===== config.mk =====
export PLATFORM = sky130hd
export DESIGN_NAME = rggb_unpacker
export DESIGN_NICKNAME = d
export VERILOG_FILES = /design/src/rtl/rggb_unpacker.sv
export SDC_FILE = /design/constraint.sdc
export NUM_CORES = 1
export LEC_CHECK = 0
export BUFFER_PORTS_ARGS = -buffer_cell sky130_fd_sc_hd__clkbuf_2
export CORE_MARGIN = 4
export CORE_UTILIZATION = 40
export CTS_BUF_LIST = sky130_fd_sc_hd__clkbuf_2 sky130_fd_sc_hd__clkbuf_4 sky130_fd_sc_hd__clkbuf_8
export DETAILED_ROUTE_END_ITERATION = 16
export GPL_TIMING_DRIVEN = 0
export PLACE_DENSITY = 0.59
export SLEW_MARGIN = 20
export SYNTH_ARGS = -nofsm -noshare
export SYNTH_HDL_FRONTEND = slang
export SYNTH_SLANG_ARGS = --single-unit

===== constraint.sdc =====
create_clock -name clk -period 3.23 [get_ports clk]
set_input_delay 0.646 -clock clk [delete_from_list [all_inputs] [get_ports clk]]
set_output_delay 0.646 -clock clk [all_outputs]
set_load 0.01 [all_outputs]

===== src/rtl/rggb_unpacker.sv =====
// rggb_unpacker: serialises packed {R,G1,G2,B} words into a tagged byte stream via a 2-entry buffer.
// Optional RGGB_UNPACKER_LINE_CNT_EN adds line_count and line_start outputs.
module rggb_unpacker #(
    parameter int LINE_WORDS = 640
) (
    input  logic        clk,
    input  logic        rst,
    input  logic [31:0] word_in,
    input  logic        word_valid,
    output logic        word_ready,
    output logic [7:0]  byte_out,
    output logic [1:0]  byte_chan,
    output logic        byte_valid,
    input  logic        byte_ready,
    output logic        byte_last
`ifdef RGGB_UNPACKER_LINE_CNT_EN
  , output logic [15:0] line_count
  , output logic        line_start
`endif
);
    logic [31:0] mem [2];
    logic        head, tail;
    logic [1:0]  count, chan_idx;
    logic [15:0] word_cnt;
    logic        push, acc, pop, at_end;
    always_comb begin
        word_ready = count != 2'd2;
        byte_valid = count != 2'd0;
        push       = word_valid & word_ready;
        acc        = byte_valid & byte_ready;
        pop        = acc & (chan_idx == 2'd3);
        at_end     = word_cnt == 16'(LINE_WORDS - 1);
        // ~chan_idx maps R..B onto slice offsets 24,16,8,0
        byte_out   = byte_valid ? mem[head][{~chan_idx, 3'b000} +: 8] : 8'd0;
        byte_chan  = byte_valid ? chan_idx : 2'd0;
        byte_last  = byte_valid & (chan_idx == 2'd3) & at_end;
    end
    always_ff @(posedge clk) begin
        if (push)
            mem[tail] <= word_in;
    end
    always_ff @(posedge clk) begin
        if (rst) begin
            head     <= 1'b0;
            tail     <= 1'b0;
            count    <= 2'd0;
            chan_idx <= 2'd0;
            word_cnt <= 16'd0;
        end else begin
            if (push)
                tail <= ~tail;
            if (acc)
                chan_idx <= chan_idx + 2'd1;
            if (pop) begin
                head     <= ~head;
                word_cnt <= at_end ? 16'd0 : word_cnt + 16'd1;
            end
            count <= count + 2'(push) - 2'(pop);
        end
    end
`ifdef RGGB_UNPACKER_LINE_CNT_EN
    assign line_start = byte_valid & (chan_idx == 2'd0) & (word_cnt == 16'd0);
    always_ff @(posedge clk) begin
        if (rst)
            line_count <= 16'd0;
        else if (acc & byte_last)
            line_count <= line_count + 16'd1;
    end
`endif
endmodule


==> impl_metrics.toml, run 1 <==
[routing]
ant_nets = 0
vias_per_cell = 5.06
first_iter_violations = 49
vias = 2055
drc = 0
first_pass_iters = 4
wl_per_cell_um = 16.5
wirelength_um = 6690

[floorplanning]
num_io_pins = 49
initial_utilization = 0.411
die-height_um = 103
fp.coreArea_mm2 = 0.00872
dieArea_mm2 = 0.0105
die_x_um = 103
rows = 34

[clock_tree]
cts_inserted_buffers = 9
cts_root_buf = "clkbuf_8"
worst_skew_pair.late_latency_ps = 360
path_clk_slew_ps = 100
cts_hold_buf = 0
cts-resized-gates = 1
htreeDepth = 3
postCtsSetupRepairBufs = 0
cts.sinks = 87
cts_tree = "built"
cts_buffer_depth = 2

[synth]
synth_fp_nets = 272
synth.avg_cell_area_um2 = 15.4
muxShareOfSynthArea = 0.126
synth_top_area_frac = 0.536
synth-edff-count = 64
synth_cell_types = 38
yosys_warnings = 0
synth_area_leader_cell = "edfxtp_1"
ys_ff_latch = 87
synth_xor_area_frac = 0.0391
synthArstFlopShare = 0
synthCells = 233
synth_area_mm2 = 0.00358
synth-simple-area-share = 0.109
yosysSeqAreaShare = 0.665
ys.flop_type = "edfxtp_1"
synth_fa_ha_area_frac = 0.0105
synth_compound_area_frac = 0.0318
synth.top_cells.by_area = "edfxtp_1 (54%), dfxtp_1 (13%), mux4_2 (10%)"
synth_top_family_by_area = "multiplexers"

[critical_path]
critPathLaunchType = "flop"
crit_fanout = 10
critPathKind = "flop to output port"
required_ps = 2580
arrival_ps = 2290
r2r_cells = 6
setup.worst_path.end_class = "output port"

[layout]
utilization = 0.487
stdcell_area_mm2 = 0.00425
n_antenna_cell = 0
syn2layout_area_growth_pct = 18.6
fin_nets = 332
num-fill-cells = 766
layout-drive-gt1-share = 0.319

[global_routing]
grt_pass1_wl_um = 11000
antenna_found_initial = 0
grt_pass1_vias = 2111
grt_max_degree = 30
overflow = 0
grt_usage = 0.140

[outcome]
status = "completed"

[sta]
finalSetupViolCount = 0
worst_pin_slew_ps = 780
fmax_ghz = 0.341
rsz0062_at_grt = "false"
drv_slew = 0
finClkSkew_ps = 14.1
finalCritPeriodShare = 0.909
max_slew_margin = 0.480
hold_viol = 0
post-route-min-period_ps = 2940

[power_and_ir_drop]
comb_power_share = 0.100
p_sw_frac = 0.238
p_int_uw = 1840
p_sw_uw = 572
p_leak_uw = 0.00148
pwr-share-seq = 0.537
ir_worst_vdd_mv = 0.364
clkPwrFrac = 0.363
power_density_mw_per_mm2 = 567

[placed_design]
port_buffers = 47
place.gp.congestion = 0.790
hpwl_um = 4610
placed_cell_area_mm2 = 0.00401

[worst_hold_path]
holdPathStages = 1
hold_class = "input port to flop"

[job]
maxCapViolations = 0
## synth_stat cells, drive strengths merged (2+ instances only)
library cell,count
mux2i,9
nor3b,2
o21ai,3
clkbuf,5
ha,3
and4,2
nor3,6
edfxtp,64
nor4b,3
nand2,6
a21oi,3
inv,6
xnor2,13
buf,5
nor2,29
nand3,5
nor4,4
and2,2
dfxtp,23
xor2,3
nor2b,3
and3,2
nand4,5
mux4,16
## worst paths after layout
| path | startpoint | to | slack (ps) |
|---|---|---|---|
| worst max-delay path | chan_idx[0] | byte_out[7] | 290 |
| worst min-delay path | word_in[22] | mem[1][22] | 470 |
| worst max register to register | word_cnt[0] | word_cnt[5] | 1280 |
| worst min register to register | word_cnt[1] | word_cnt[1] | 500 |
## flip-flops by register name, summed over array words and instances (netlist names), named ones only
register and cells:
count 2, mem 64, chan_idx 2, word_cnt 16
tail 1, head 1
## stage by stage
step	setup slack [ps]	total power (uW)	instances	hold WS, ps	setup TNS [ps]
after floorplan	633	1460	233	466	0
final	294	2410	406	466	0
after detailed placement	370	1570	390	486	0
after CTS	218	2440	406	454	0
after global placement	-286	1550	388	478	-9110
after global routing	94.4	2510	406	453	0
## cells by family after synthesis
| group | after synthesis |
|---|---|
| multiplexers | 25 |
| XOR/XNOR | 16 |
| AO/OA/AOI/OAI | 14 |
| buffers and inverters | 16 |
| AND/OR/NAND/NOR | 72 |
| flip-flops | 87 |
| adder cells (fa/ha/maj) | 3 |
## cells in the final DEF (no fill, tap or decap), types with 2 or more instances in the layout
| cell type | count |
|---|---|
| mux2i_1 | 9 |
| nand2_1 | 6 |
| inv_1 | 6 |
| nor4_1 | 4 |
| nor2_1 | 28 |
| nand3_1 | 5 |
| and4_1 | 2 |
| nor2b_1 | 3 |
| buf_2 | 4 |
| and2_1 | 2 |
| nor3_1 | 5 |
| ha_1 | 3 |
| inv_6 | 2 |
| nor4b_1 | 3 |
| nand4_1 | 4 |
| o21ai_0 | 3 |
| nor3b_1 | 2 |
| edfxtp_1 | 64 |
| dfxtp_1 | 23 |
| clkbuf_1 | 4 |
| bufinv_16 | 2 |
| a21oi_1 | 3 |
| mux4_2 | 16 |
| xnor2_1 | 13 |
| xor2_1 | 3 |
| clkbuf_2 | 48 |
| clkbuf_8 | 9 |
## cell type report
class / instances / area, um2 / share of cell area
flip-flops and latches: 87 / 2380 / 0.560
multi-input cells: 130 / 1140 / 0.269
repair buffers: 49 / 283 / 0.0665
well taps: 108 / 135 / 0.0318
clock buffers: 9 / 124 / 0.0291
clock inverters: 7 / 114 / 0.0268
plain buffers: 10 / 47.5 / 0.0112
inverters: 6 / 22.5 / 0.00530
## power groups by stage
| stage | combinational [uW] | sequential, uW | clock [uW] |
|---|---|---|---|
| after floorplan | 141 | 1310 | 0 |
| after global routing | 270 | 1300 | 941 |
| final | 241 | 1290 | 875 |
| after CTS | 249 | 1290 | 895 |
| after global placement | 228 | 1320 | 0 |
| after detailed placement | 248 | 1320 | 0 |
## metal layers
layer  routed length (um)  track usage  up-vias
li1                     -            -     1011
met5                    0            0        -
met4                   82       0.0394        0
met1                 3260        0.192      988
met3                  338       0.0453        9
met2                 3010        0.216       47
## worst max-delay path, stage by stage (launching register included)
cell      delay (ps)
dfxtp_1          340
clkbuf_1         470
clkbuf_2         410
mux4_2           350
mux2i_1          130
nor2_1            70
clkbuf_2         160
(Power assumes the default switching activity.)
==> run 2: changes to the inputs <==
- CORE_UTILIZATION: 40 -> 49
- PLACE_DENSITY: 0.59 -> 0.7
==> run 2 against run 1 <==
Net effect: maximum frequency shrank 4.4%; largest power group unchanged; critical path depth is the same; die area shrank 17%; setup slack lost 140 ps; sequential share of layout area grew 0.80 points; design area shrank 1.4%; non-clock buffer count is the same; power shrank 5.6%; register-to-register slack is essentially flat; clock power shrank 16%; combinational power is essentially flat; critical endpoint is now byte_out[3].
==> impl_metrics.toml, run 2 (same netlist as run 1, synthesis figures left out) <==
[outcome]
status = "completed"

[critical_path]
required_ps = 2580
critPathLaunchType = "flop"
setup.worst_path.end_class = "output port"
arrival_ps = 2430
crit_fanout = 10
r2r_slack_ps = 1270
critPathKind = "flop to output port"

[routing]
wl_per_cell_um = 16.8
vias = 2095
first_pass_iters = 4
first_iter_violations = 80
wirelength_um = 6600
vias_per_cell = 5.33
drc = 0
ant_nets = 0

[floorplanning]
fp.coreArea_mm2 = 0.00694
dieArea_mm2 = 0.00875
num_io_pins = 49
initial_utilization = 0.516
rows = 30
die_x_um = 93.5
die-height_um = 93.5

[sta]
drv_slew = 0
whs_ps = 478
fin_setup_tns_ps = 0
post-route-min-period_ps = 3070
finalSetupViolCount = 0
hold_viol = 0
finClkSkew_ps = 10.6
max_slew_margin = 0.459
rsz0062_at_grt = "false"
worst_slack_ps = 158
worst_pin_slew_ps = 812
fmax_ghz = 0.326
finalCritPeriodShare = 0.951

[placed_design]
hpwl_um = 4560
pre_cts_slack_ps = 285
dp.cells = 378
place.gp.congestion = 0.789
port_buffers = 47

[global_routing]
grt_pass1_vias = 2182
grt_max_degree = 33
overflow = 0
grt_pass1_wl_um = 10800
grt_usage = 0.167
antenna_found_initial = 0

[clock_tree]
cts_tree = "built"
path_clk_slew_ps = 90
postCtsSetupRepairBufs = 0
cts_buffer_depth = 2
htreeDepth = 3
cts.sinks = 87
cts_root_buf = "clkbuf_8"
worst_skew_pair.late_latency_ps = 350
cts_inserted_buffers = 9

[layout]
top_regs = "mem x64, word_cnt x16"
layout-drive-gt1-share = 0.316
top_register = "mem"
fin_nets = 332
layout_commonest_cell = "edfxtp_1"
largest_reg_flops = 64
n_antenna_cell = 0
final_cell_count_no_fill = 393
final_cell_mix = "edfxtp_1 (64), clkbuf_2 (48), nor2_1 (28), dfxtp_1 (23), mux4_2 (16)"
syn2layout_area_growth_pct = 16.9
num-fill-cells = 550

[worst_hold_path]
hold_class = "input port to flop"

[power_and_ir_drop]
power_density_mw_per_mm2 = 542
ir_worst_vdd_mv = 0.345
p_leak_uw = 0.00146

[job]
maxCapViolations = 0
==> run 2: repair_timing <==
| action | 4_1_cts | 5_1_grt |
|---|---|---|
| hold endpoints to repair | 0 | 0 |
| hold buffers | 0 | 0 |
| setup endpoints to repair | 8 | 0 |
| gates resized for setup | 1 | 0 |
==> run 2: power by group <==
group | internal (uW) | total (uW) | switching (uW)
registers | 1280 | 1290 | 18.2
clock network | 358 | 738 | 380
logic | 106 | 241 | 135
total | 1740 | 2270 | 532
==> run 2: worst paths after layout <==
path	startpoint	end	depth (start not counted)
min reg2reg	word_cnt[1]	word_cnt[1]	2
max reg2reg	word_cnt[0]	word_cnt[4]	6
min	word_in[16]	mem[1][16]	1
max	chan_idx[0]	byte_out[3]	6
==> run 2: worst max-delay path: stages, from the launching register on <==
cell      delay [ps]
dfxtp_1          350
clkbuf_1         550
clkbuf_2         440
mux4_2           360
mux2i_1          140
nor2_1            70
clkbuf_2         160
==> run 2: final cells by class <==
cell class,instances,area (um2),area share
buffer,10,47.5,0.0113
clock buffer,9,124,0.0296
clock inverter,6,68.8,0.0164
inverter,6,22.5,0.00537
multi-input combinational,130,1140,0.273
sequential,87,2380,0.569
tap,96,120,0.0287
timing repair buffer,49,283,0.0675
==> run 2: per-layer routing <==
layer	wire, um	GRT usage
met3	344	0.0563
met1	2880	0.210
met2	3320	0.277
met5	0	0
met4	55	0.0433
==> run 2: stage by stage <==
stage	cell area, um2	total power, uW	util
floorplan	3580	1460	-
global placement	3940	1540	0.567
detailed placement	4000	1570	0.575
CTS	4190	2300	0.603
global route	4190	2370	0.603
finish	4190	2270	0.603
